## config.mk

```make
export PLATFORM = sky130hd
export DESIGN_NAME = point_spawner
export DESIGN_NICKNAME = d
export VERILOG_FILES = /design/src/rtl/snake_pkg.sv /design/src/rtl/spawn_lfsr.sv /design/src/rtl/point_spawner.sv
export SDC_FILE = /design/constraint.sdc
export NUM_CORES = 1
export LEC_CHECK = 0
export ABC_AREA = 1
export CAP_MARGIN = 30
export CORE_MARGIN = 3
export CORE_UTILIZATION = 40
export DETAILED_ROUTE_END_ITERATION = 8
export PLACE_DENSITY = 0.73
export SETUP_SLACK_MARGIN = 0.05
export SLEW_MARGIN = 15
export SYNTH_ARGS = -nofsm -noshare
export SYNTH_HDL_FRONTEND = slang
export SYNTH_SLANG_ARGS = --single-unit
```

## constraint.sdc

```tcl
create_clock -name clk_75 -period 3.4 [get_ports clk_75]
set_input_delay 0.51 -clock clk_75 [delete_from_list [all_inputs] [get_ports clk_75]]
set_output_delay 0.51 -clock clk_75 [all_outputs]
set_load 0.005 [all_outputs]
```

## src/rtl/snake_pkg.sv

```systemverilog
// snake_pkg: shared game types, spawner FSM states and LFSR tap masks.
package snake_pkg;
  localparam int MAX_POINTS = 8;
  typedef enum logic [1:0] {MENU, GAME, OVER} game_mode;
  typedef enum logic [1:0] {IDLE, PICK, CHECK, COMMIT} spawn_state_e;
  // Galois right-shift masks for maximal-length polynomials
  localparam logic [31:0] TAPS_8  = 32'h0000_00B8;
  localparam logic [31:0] TAPS_16 = 32'h0000_B400;
  localparam logic [31:0] TAPS_24 = 32'h00E1_0000;
  localparam logic [31:0] TAPS_32 = 32'h8020_0003;
  function automatic logic [31:0] lfsr_taps(input int w);
    return w == 8 ? TAPS_8 : w == 24 ? TAPS_24 : w == 32 ? TAPS_32 : TAPS_16;
  endfunction
endpackage

```

## src/rtl/spawn_lfsr.sv

```systemverilog
// spawn_lfsr: Galois LFSR with seed load and all-zero lock-up guard.
module spawn_lfsr
  import snake_pkg::*;
#(
  parameter int LFSR_W = 16
) (
  input  logic              clk_75,
  input  logic              rst,
  input  logic              advance,
  input  logic              load,
  input  logic [LFSR_W-1:0] load_val,
  output logic [LFSR_W-1:0] state
);
  localparam logic [LFSR_W-1:0] TAPS = LFSR_W'(lfsr_taps(LFSR_W));
  always_ff @(posedge clk_75) begin
    if (rst) state <= LFSR_W'(1);
    else if (load) state <= load_val == '0 ? LFSR_W'(1) : load_val;
    else if (advance) state <= (state >> 1) ^ (state[0] ? TAPS : '0);
  end
endmodule

```

## src/rtl/point_spawner.sv

```systemverilog
// point_spawner: keeps NUM_POINTS food points alive, spawning free tiles via LFSR with bounded retries.
module point_spawner
  import snake_pkg::*;
#(
  parameter int MAP_W = 32,
  parameter int MAP_H = 24,
  parameter int NUM_POINTS = 2,
  parameter int LFSR_W = 16,
  parameter int MAX_TRIES = 8,
  localparam int XW = $clog2(MAP_W),
  localparam int YW = $clog2(MAP_H)
) (
  input  logic                     clk_75,
  input  logic                     rst,
  input  logic                     tick,
  input  game_mode                 mode,
  input  logic                     seed_load,
  input  logic [LFSR_W-1:0]        seed_in,
  output logic [LFSR_W-1:0]        seed_out,
  input  logic                     mirror,
  input  logic [NUM_POINTS-1:0]    consumed,
  output logic                     query_valid,
  output logic [XW-1:0]            query_x,
  output logic [YW-1:0]            query_y,
  input  logic                     query_occupied,
  output logic [NUM_POINTS*XW-1:0] point_x,
  output logic [NUM_POINTS*YW-1:0] point_y,
  output logic [NUM_POINTS-1:0]    point_valid,
  output logic                     busy
);
  localparam int SW = NUM_POINTS > 1 ? $clog2(NUM_POINTS) : 1;
  localparam int TW = MAX_TRIES > 1 ? $clog2(MAX_TRIES) : 1;
  localparam logic [LFSR_W-1:0] TAPS = LFSR_W'(lfsr_taps(LFSR_W));
  localparam logic [XW-1:0] X_MOD = XW'(MAP_W - 2);
  localparam logic [YW-1:0] Y_MOD = YW'(MAP_H - 2);
  localparam logic [XW-1:0] X_MAX = XW'(MAP_W - 1);
  localparam logic [YW-1:0] Y_MAX = YW'(MAP_H - 1);
  spawn_state_e state, state_nxt;
  logic [LFSR_W-1:0] lfsr, lfsr_step;
  logic [XW-1:0] raw_x, cand_x;
  logic [YW-1:0] raw_y, cand_y;
  logic [XW-1:0] px [NUM_POINTS];
  logic [YW-1:0] py [NUM_POINTS];
  logic [NUM_POINTS-1:0] valid, pending, hit;
  logic [SW-1:0] slot, first;
  logic [TW-1:0] tries;
  logic in_game, was_game, enter, reject, last_try;
  spawn_lfsr #(.LFSR_W(LFSR_W)) u_lfsr (
    .clk_75   (clk_75),
    .rst      (rst),
    .advance  (mode == MENU || state == PICK),
    .load     (seed_load),
    .load_val (seed_in),
    .state    (lfsr)
  );
  // PICK registers the candidate from the value the LFSR is about to take
  assign lfsr_step = (lfsr >> 1) ^ (lfsr[0] ? TAPS : '0);
  assign raw_x = XW'(lfsr_step);
  assign raw_y = YW'(lfsr_step >> XW);
  assign in_game = mode == GAME;
  assign enter = in_game & ~was_game;
  assign last_try = tries == TW'(MAX_TRIES - 1);
  assign reject = query_occupied | |hit;
  assign seed_out = lfsr;
  assign query_valid = state == CHECK && in_game;
  assign query_x = cand_x;
  assign query_y = cand_y;
  assign busy = state != IDLE;
  assign point_valid = valid;
  always_comb begin
    first = '0;
    for (int i = NUM_POINTS - 1; i >= 0; i--) if (pending[i]) first = SW'(i);
  end
  always_comb begin
    hit = '0;
    for (int i = 0; i < NUM_POINTS; i++) hit[i] = valid[i] && px[i] == cand_x && py[i] == cand_y;
  end
  always_comb begin
    state_nxt = state;
    case (state)
      IDLE:    state_nxt = tick && |pending ? PICK : IDLE;
      PICK:    state_nxt = CHECK;
      CHECK:   state_nxt = !reject ? COMMIT : last_try ? IDLE : PICK;
      default: state_nxt = IDLE;
    endcase
    if (!in_game) state_nxt = IDLE;
  end
  always_ff @(posedge clk_75) begin
    if (rst) begin
      state <= IDLE;
      was_game <= 1'b0;
      valid <= '0;
      pending <= '0;
      tries <= '0;
      slot <= '0;
      cand_x <= '0;
      cand_y <= '0;
      for (int i = 0; i < NUM_POINTS; i++) begin
        px[i] <= '0;
        py[i] <= '0;
      end
    end else begin
      state <= state_nxt;
      was_game <= in_game;
      if (state == IDLE) begin
        slot <= first;
        tries <= '0;
      end
      if (state == CHECK && reject && !last_try) tries <= tries + TW'(1);
      if (state == PICK) begin
        cand_x <= raw_x % X_MOD + XW'(1);
        cand_y <= raw_y % Y_MOD + YW'(1);
      end
      for (int i = 0; i < NUM_POINTS; i++) begin
        if (!in_game) begin
          valid[i] <= 1'b0;
          pending[i] <= 1'b0;
        end else if (enter) begin
          valid[i] <= 1'b0;
          pending[i] <= 1'b1;
        end else if (consumed[i] && valid[i]) begin
          valid[i] <= 1'b0;
          pending[i] <= 1'b1;
        end else if (state == COMMIT && slot == SW'(i)) begin
          valid[i] <= 1'b1;
          pending[i] <= 1'b0;
          px[i] <= cand_x;
          py[i] <= cand_y;
        end
      end
    end
  end
  for (genvar g = 0; g < NUM_POINTS; g++) begin : g_out
    assign point_x[g*XW +: XW] = mirror ? X_MAX - px[g] : px[g];
    assign point_y[g*YW +: YW] = mirror ? Y_MAX - py[g] : py[g];
  end
endmodule

```

==> results of run 1 <==
power by group:
part / total [mW] / switching [mW] / internal, mW
clock: 0.610 / 0.256 / 0.354
combinational: 0.245 / 0.109 / 0.136
sequential: 0.767 / 0.0358 / 0.731
total: 1.62 / 0.401 / 1.22
routing by layer:
layer  share of wire  wire length (µm)  vias to the layer above  track usage
met5               0                 0                        -            0
met1            0.47              3540                     1264        0.224
met4          0.0083                62                        0       0.0649
li1                -                 -                     1493            -
met3           0.069               518                        4       0.0478
met2            0.45              3370                       82        0.288
through the flow:
step | cell area (µm²) | worst slack (ps)
after CTS | 4160 | 835
after detailed placement | 3970 | 840
final | 4160 | 858
after global routing | 4160 | 731
after global placement | 3970 | 882
after floorplan | 3130 | 1170
registers in the layout, indices dropped and copies added, names as in the netlist:
signal / flops
pending: 2
point_valid: 2
px: 10
py: 10
query_x: 5
query_y: 5
slot: 1
state: 2
tries: 3
u_lfsr.state: 16
was_game: 1
final cells by class:
| type | instances | area share |
|---|---|---|
| Clock buffer | 12 | 0.0349 |
| Multi-Input combinational cell | 283 | 0.360 |
| Tap cell | 99 | 0.0298 |
| Clock inverter | 4 | 0.0105 |
| Timing Repair Buffer | 81 | 0.192 |
| Inverter | 56 | 0.0506 |
| Sequential cell | 57 | 0.323 |
kinds of logic after synthesis:
group / Yosys count / share of synthesized area
and+or+nand+nor: 177 / 0.240
AOI/OAI and AO/OA: 73 / 0.136
buffers and inverters: 70 / 0.0939
DFF: 57 / 0.428
xor gates and xnor gates: 27 / 0.0779
adders and majority gates: 6 / 0.0240
worst max-delay path, cell delays in order:
cell	delay [ps]
clkdlybuf4s50_1	460
buf_4	260
nand2_1	110
xor2_1	150
inv_1	50
clkdlybuf4s50_1	490
worst min path at each step:
| stage | end | from | slack (ps) | depth (start not counted) |
|---|---|---|---|---|
| finish | pending[0] | pending[0] | 490 | 2 |
| global route | slot | slot | 510 | 2 |
| CTS | pending[0] | pending[0] | 480 | 2 |
| detailed placement | pending[0] | pending[0] | 470 | 2 |
| global placement | pending[0] | pending[0] | 470 | 2 |
| floorplan | pending[0] | pending[0] | 450 | 2 |
cells in the mapped netlist:
master	instances
o22ai_1	1
o221ai_1	1
ha_1	6
o31ai_1	1
o21ai_1	2
inv_1	55
nand2_1	94
nand3_1	23
dfxtp_1	37
inv_2	1
a21oi_1	22
or2_2	2
xnor2_2	1
xor2_1	20
buf_4	2
nor3_2	1
nor2_4	1
buf_2	5
o21ai_0	24
o211ai_1	1
or2_1	1
buf_6	1
clkbuf_1	5
a31oi_4	1
edfxtp_1	20
a31oi_1	15
nand3b_1	2
clkbuf_8	1
nor3_1	1
nand4_1	7
xnor2_1	6
o21ai_2	2
nand2_2	2
a211oi_1	3
nor2_2	2
nor2_1	41
==> metrics.yaml, run 1 <==
grtUsageTotal: 0.177
cts_setup_buffers: 0
drive_gt1_frac: 0.0649
area_growth_syn_to_layout_pct: 32.7
endpoint_kind: "output port"
worstSetupStartpoint: "mirror"
wire_per_inst_um: 12.7
synth_nets: 442
finClkSkew_ps: 7.35
fmax_mhz: 393
rsz0062_at_grt: "no"
fin_crit_sh: 0.748
synth_cell_types: 36
cts-root-buf: "clkbuf_8"
setup_viol: 0
clkLatencyLatePin_ps: 330
min_period_ps: 2540
reg2reg_depth: 6
worst_pin_slew_ps: 703
drt_iter0_markers: 95
num_vias: 2843
cp-start-kind: "input pin"
synthTopCellsByArea: "dfxtp_1, edfxtp_1, nand2_1"
layout_commonest_cell: "nand2_1"
fillers: 702
hold_violations: 0
vias_per_cell: 4.80
seq_area_frac_synth: 0.428
die_h_um: 94.5
ir_worst_vdd_mv: 0.199
seq_area_um2: 1340
yosysWarningCount: 0
holdWs_ps: 485
yosysTopAreaCell: "dfxtp_1"
final_cell_mix: "nand2_1, clkdlybuf4s50_1, inv_1, nor2_1, dfxtp_1"
firstDrtPassIters: 5
multiInputGateArea_um2: 1500
ys_seq_elements: 57
antenna_found_initial: 0
clk_path_buf_depth: 2
post-route-drc-count: 0
grt_max_degree: 30
cts.clk_slew.worst_paths_ps: 60
coreArea_um2: 7410
instances_no_fill: 592
fin_util: 0.561
cp-endpoint: "point_y[4]"
cts_made_buffers: 9
die_w_um: 94.5
cp_data_arrival_time_ps: 2030
finalWeightedCongestion: 0.869
netlist_instances: 410
clock-sinks: 57
grt_pass1_vias: 2654
ctsHoldBuffers: 0
synth_top_area_frac: 0.237
hold_class: "flip-flop to flip-flop"
power_density_nw_per_um2: 390
cp_max_fo: 18
cp.required_ps: 2890
ff2ff_setup_slack_ps: 1510
finalPower_mw: 1.62
wirelength_um: 7500
r2r-end: "u_lfsr.state[0]"
fp-row-count: 31
grt-ovfl-total: 0
p_leak_nw: 1.71
numPortBuffers: 75
grt_pass1_wl_um: 12300
synth.cell_area_um2: 3130
drv_cap: 0
cts.repair.resized: 0
h-tree-depth: 3
initial_utilization: 0.423
critPathKind: "input pin to output port"
io_pins: 76
ant_nets: 0
synth.avg_cell_area_um2: 7.64
status: "complete, no violations"
cts_tree: "yes"
final_nets: 520
diodes: 0
maxSlewViolCount: 0
fin_setup_tns_ps: 0
dieArea_um2: 8920
hpwl_um: 5660
dp.cells: 576
slew_headroom: 0.531
r2r_start: "state[0]"
(Power assumes the default switching activity.)
==> inputs of run 2 (changes only) <==
Settings changed: PLACE_DENSITY 0.73 to 0.75.
Clock period 3.4 ns to 2.2 ns, I/O delays scaled along.
==> run 2 against run 1 <==
Die area unchanged. Total power up 58%. Combinational power up 57%. Sequential power up 55%. Register-to-register slack worse by 1200 ps. First-iteration DRC count up 49%. Global-route usage up 0.64 points. Sequential share of layout area down 0.63 points. Critical endpoint is now query_valid. Largest cell class unchanged.
==> metrics.yaml, run 2 (synthesized netlist as in run 1, its figures left out) <==
status: "complete, no violations"
grtUsageTotal: 0.183  # +0.00637
slew_headroom: 0.523  # -0.00745
r2r_start: "u_lfsr.state[2]"
cts_tree: "yes"
grt_pass1_vias: 2855  # +7.6%
grtUsageMet2: 0.296  # +0.00827
fp-row-count: 31  # unchanged
hp-start: "pending[0]"
die_w_um: 94.5  # unchanged
fmax_mhz: 493
finClkSkew_ps: 8.31  # +0.964 ps
busiest_layer: "met2"
hold_class: "flip-flop to flip-flop"
dpl_worst_slack_ps: 48.2  # -791 ps
dp.cells: 583  # +1.2%
min_period_ps: 2030
final_cell_mix: "nand2_1, clkdlybuf4s50_1, inv_1, nor2_1, dfxtp_1"
clk_path_buf_depth: 2  # unchanged
reg2reg_depth: 11  # +5
wirelength_um: 7620  # +1.6%
ir_worst_vdd_mv: 0.320  # +60%
hold_end: "pending[0]"
hold_violations: 0  # unchanged
die_h_um: 94.5  # unchanged
num_vias: 2971  # +4.5%
grt_util_met1: 0.229  # +0.00447
final_nets: 527  # +1.3%
initial_utilization: 0.423  # unchanged
fin_crit_sh: 0.922
cp_data_arrival_time_ps: 1700  # -330 ps
cp_max_fo: 4  # -14
fin_setup_tns_ps: 0  # unchanged
cp-start-kind: "input pin"
diodes: 0  # unchanged
worst_pin_slew_ps: 714  # +11.2 ps
ff2ff_setup_slack_ps: 320  # -1190 ps
wire_per_inst_um: 12.7  # +0.40%
multiInputGateArea_um2: 1500  # unchanged
numPortBuffers: 75  # unchanged
largest_registers: "u_lfsr.state: 16 flops, px: 10 flops, py: 10 flops"
p_leak_nw: 1.76  # +2.7%
grt_pass1_wl_um: 12800  # +3.7%
post-route-drc-count: 0  # unchanged
hpwl_um: 5790  # +2.2%
clock-sinks: 57  # unchanged
seq_area_um2: 1340  # unchanged
critPathKind: "input pin to output port"
r2r-end: "query_x[4]"
cp.required_ps: 1870  # -1020 ps
rsz0062_at_grt: "no"
clkLatencyLatePin_ps: 340  # about the same
grt-ovfl-total: 0  # unchanged
drt_iter0_markers: 142  # +49%
fin_util: 0.572  # +0.0111
design_area_um2: 4240  # +2.0%
top_register: "u_lfsr.state"
hold_depth: 2  # unchanged
fin_ws_ps: 173  # -685 ps
cts.clk_slew.worst_paths_ps: 60  # about the same
largest_register_ffs: 16  # unchanged
ant_nets: 0  # unchanged
setup_viol: 0  # unchanged
drive_gt1_frac: 0.0840  # +0.0191
grt_max_degree: 30  # unchanged
vias_per_cell: 4.96  # +3.3%
area_growth_syn_to_layout_pct: 35.4
maxSlewViolCount: 0  # unchanged
antenna_found_initial: 0  # unchanged
grt_use_met3: 0.0430  # -0.00478
instances_no_fill: 599  # +1.2%
drv_cap: 0  # unchanged
h-tree-depth: 3  # unchanged
finalWeightedCongestion: 0.833  # -4.2%
cts_made_buffers: 9  # unchanged
firstDrtPassIters: 5  # unchanged
cts-root-buf: "clkbuf_8"
power_density_nw_per_um2: 605  # +55%
endpoint_kind: "output port"
placed_area_um2: 4030  # +1.6%
io_pins: 76  # unchanged
dieArea_um2: 8920  # unchanged
layout_commonest_cell: "nand2_1"
coreArea_um2: 7410  # unchanged
fillers: 670  # -4.6%
## run 2: critical path: stages
cell	delay (ps)
clkdlybuf4s50_1	470
inv_1	40
nor2_1	110
inv_2	80
nor2_1	130
clkdlybuf4s50_1	530
## run 2: final cells by class
type | count | share of cell area
multi-input cells | 283 | 0.353
flip-flops and latches | 57 | 0.317
repair buffers | 88 | 0.204
clock inverters | 6 | 0.0156
clock buffers | 10 | 0.0325
inverters | 56 | 0.0496
well taps | 99 | 0.0292
## run 2: power breakdown
group          internal, mW  total, mW  switching, mW
logic                 0.215      0.385          0.170
registers              1.13       1.19         0.0558
clock network         0.554      0.993          0.438
## run 2: worst max-delay path by stage
stage | from | endpoint | cells past startpoint
5_1_grt | mode[0] | query_valid | 6
3_3_place_gp | mode[0] | py[0][0] | 12
2_1_floorplan | state[1] | px[0][0] | 4
4_1_cts | mirror | point_x[5] | 4
6_report | mode[0] | query_valid | 6
3_5_place_dp | mode[0] | py[0][0] | 12
## run 2: layer usage
layer  wire (µm)  vias up  share of wire
met5           0        -              0
met4         175        0          0.023
met3         513       14          0.067
met2        3420      107           0.45
met1        3500     1342           0.46
li1            -     1508              -
## run 2: what timing repair did
item                                    CTS  global route
endpoints found under the setup margin    0             8
buffers inserted                          0             0
gates resized for setup                   0             1
hold buffers                              0             0
## run 2: stage by stage
step                hold WS [ps]  power [mW]
floorplan                    414        1.38
global route                 504        2.68
global placement             471        1.58
detailed placement           477        1.59
CTS                          487        2.58
finish                       482        2.56
==> inputs of run 3 (changes only) <==
Settings changed: CTS_CLUSTER_DIAMETER from default to 200.
Clock period 2.2 ns to 1.6 ns, I/O delays scaled along.
==> run 3 against run 2 <==
The run now ends with setup timing left. Sequential power rose by 36%. Critical endpoint is now query_y[2]. Global-route usage is 2.6 points higher. Largest power group unchanged. Sequential share of layout area is 4.2 points lower. Critical path type is now flip-flop to flip-flop. Critical path depth up 3. Total power up 45%. Routed wire length is 24% higher.
==> metrics.yaml, run 3 (synthesized netlist as in run 1, its figures left out) <==
status: "complete, but fails checks"
grt_pass1_vias: 3255  # +14%
numPortBuffers: 75  # unchanged
slowest_delay_ps: 370  # -160 ps
finalPower_mw: 3.72  # +45%
dpl_worst_slack_ps: -555  # -603 ps
cts.clk_slew.worst_paths_ps: 70  # about the same
post-route-drc-count: 0  # unchanged
hpwl_um: 6150  # +6.2%
crit_top_cell: "ha_4"
setup_viol: 1  # +1
drt_iter0_markers: 230  # +62%
drive_gt1_frac: 0.325  # +0.241
holdWs_ps: 429  # -52.9 ps
hold_violations: 0  # unchanged
clk_path_buf_depth: 2  # unchanged
fin_util: 0.678  # +0.106
path_buf_inv: 1  # -3
h-tree-depth: 3  # unchanged
wirelength_um: 9460  # +24%
fp-row-count: 31  # unchanged
final_nets: 580  # +10%
critPathSlowestCell: "dfxtp_4"
finalWeightedCongestion: 0.868  # +4.3%
grtUsageTotal: 0.209  # +0.0255
largest_register_ffs: 16  # unchanged
cp-start-kind: "flip-flop"
maxSlewViolCount: 0  # unchanged
drv_cap: 0  # unchanged
die_h_um: 94.5  # unchanged
cts_made_buffers: 9  # unchanged
ir_worst_vdd_mv: 0.458  # +43%
fin_crit_sh: 1.00
power_frac_clock: 0.372  # -0.015
num_vias: 3266  # +9.9%
r2r_start: "u_lfsr.state[8]"
design_area_um2: 5020  # +19%
cp.required_ps: 1820  # -50 ps
instances_no_fill: 652  # +8.8%
hold_class: "input pin to flip-flop"
cts-root-buf: "clkbuf_8"
p_seq_frac: 0.436  # -0.026
p_leak_nw: 2.21  # +26%
firstDrtPassIters: 4  # -1
wire_per_inst_um: 14.5  # +14%
fin_ws_ps: -2.86  # -175 ps
clkLatencyLatePin_ps: 330  # about the same
endpoint_kind: "flip-flop"
p_switching_uw: 977  # +47%
power_density_nw_per_um2: 740  # +22%
crit_family: "flip-flops"
critPathKind: "flip-flop to flip-flop"
slew_headroom: 0.733  # +0.210
placed_area_um2: 4230  # +4.9%
p_int_mw: 2.74  # +44%
dp.cells: 601  # +3.1%
worstSetupStartpoint: "u_lfsr.state[8]"
layout_commonest_cell: "nand2_1"
rsz0062_at_grt: "yes"
fmax_mhz: 624
top_register: "u_lfsr.state"
hp-start: "mode[1]"
ctsHoldBuffers: 0  # unchanged
path_cells: "ha_4 > nor2_4 > o21ai_4 > nand2_4 > xnor2_4 > ha_4 > xor2_1 > o21ai_1 > inv_1"
fin_setup_tns_ps: -2.86  # -2.86 ps
die_w_um: 94.5  # unchanged
cp_data_arrival_time_ps: 1820  # +120 ps
cts_tree: "yes"
violations: "setup timing"
ant_nets: 0  # unchanged
final_cell_mix: "nand2_1, buf_4, inv_1, clkdlybuf4s50_1"
grt_pass1_wl_um: 14700  # +15%
area_growth_syn_to_layout_pct: 60.4
initial_utilization: 0.423  # unchanged
coreArea_um2: 7410  # unchanged
worst_pin_slew_ps: 400  # -314 ps
antenna_found_initial: 0  # unchanged
grt_max_degree: 21  # -30%
dieArea_um2: 8920  # unchanged
clock-sinks: 57  # unchanged
swShare: 0.263  # +0.00369
finClkSkew_ps: 6.00  # -2.31 ps
io_pins: 76  # unchanged
vias_per_cell: 5.01  # +0.99%
comb_power_share: 0.192  # +0.042
grt-ovfl-total: 0  # unchanged
min_period_ps: 1600
cp_max_fo: 4  # unchanged
diodes: 0  # unchanged
largest_registers: "u_lfsr.state: 16 flops, px: 10 flops, py: 10 flops"
## run 3: changes by cell type in the layout (fill, tap and decap cells not counted), sizes merged, moves of 4 or more
cell	before	now
clkdlybuf4s15	0	4
dlygate4sd2	0	22
buf	13	68
clkbuf	10	15
clkdlybuf4s50	74	41
## run 3: worst paths after layout
check,end,cells after the start,slack (ps)
setup reg to reg,query_y[2],9,-3
hold reg to reg,pending[0],2,490
setup / recovery,query_y[2],9,-3
hold / removal,pending[1],7,430
## run 3: cell type report
class	count	area [µm²]
fill	564	2390
tap	99	124
multi-input combinational	283	1780
timing repair buffer	141	1320
sequential	57	1380
clock inverter	5	53.8
inverter	56	213
clock buffer	11	151
## run 3: worst register-to-register path, stage by stage, from the launching register on
cell and delay (ps):
dfxtp_4 370, ha_4 180, nor2_4 120, o21ai_4 90, nand2_4 100, xnor2_4 100
ha_4 170, xor2_1 160, o21ai_1 150, inv_1 60
## run 3: power groups by stage
stage	Clock [mW]	Sequential (mW)	Combinational, mW
after floorplan	0	1.65	0.257
after global placement	0	1.64	0.605
after detailed placement	0	1.64	0.617
after CTS	1.39	1.61	0.653
after global routing	1.45	1.63	0.785
final	1.38	1.62	0.714
## run 3: what timing repair did
| item | CTS | global route |
|---|---|---|
| buffers inserted | 28 | 10 |
| pin swaps | 18 | 34 |
| setup endpoints to repair | 79 | 60 |
| cloned | 1 | 0 |
| gates resized for setup | 82 | 71 |
## run 3: routing by layer
metal	track usage	up-vias	share of wire
met1	0.246	1495	0.40
met3	0.0462	20	0.065
met4	0.0781	0	0.021
li1	-	1621	-
met2	0.369	130	0.51
met5	0	-	0
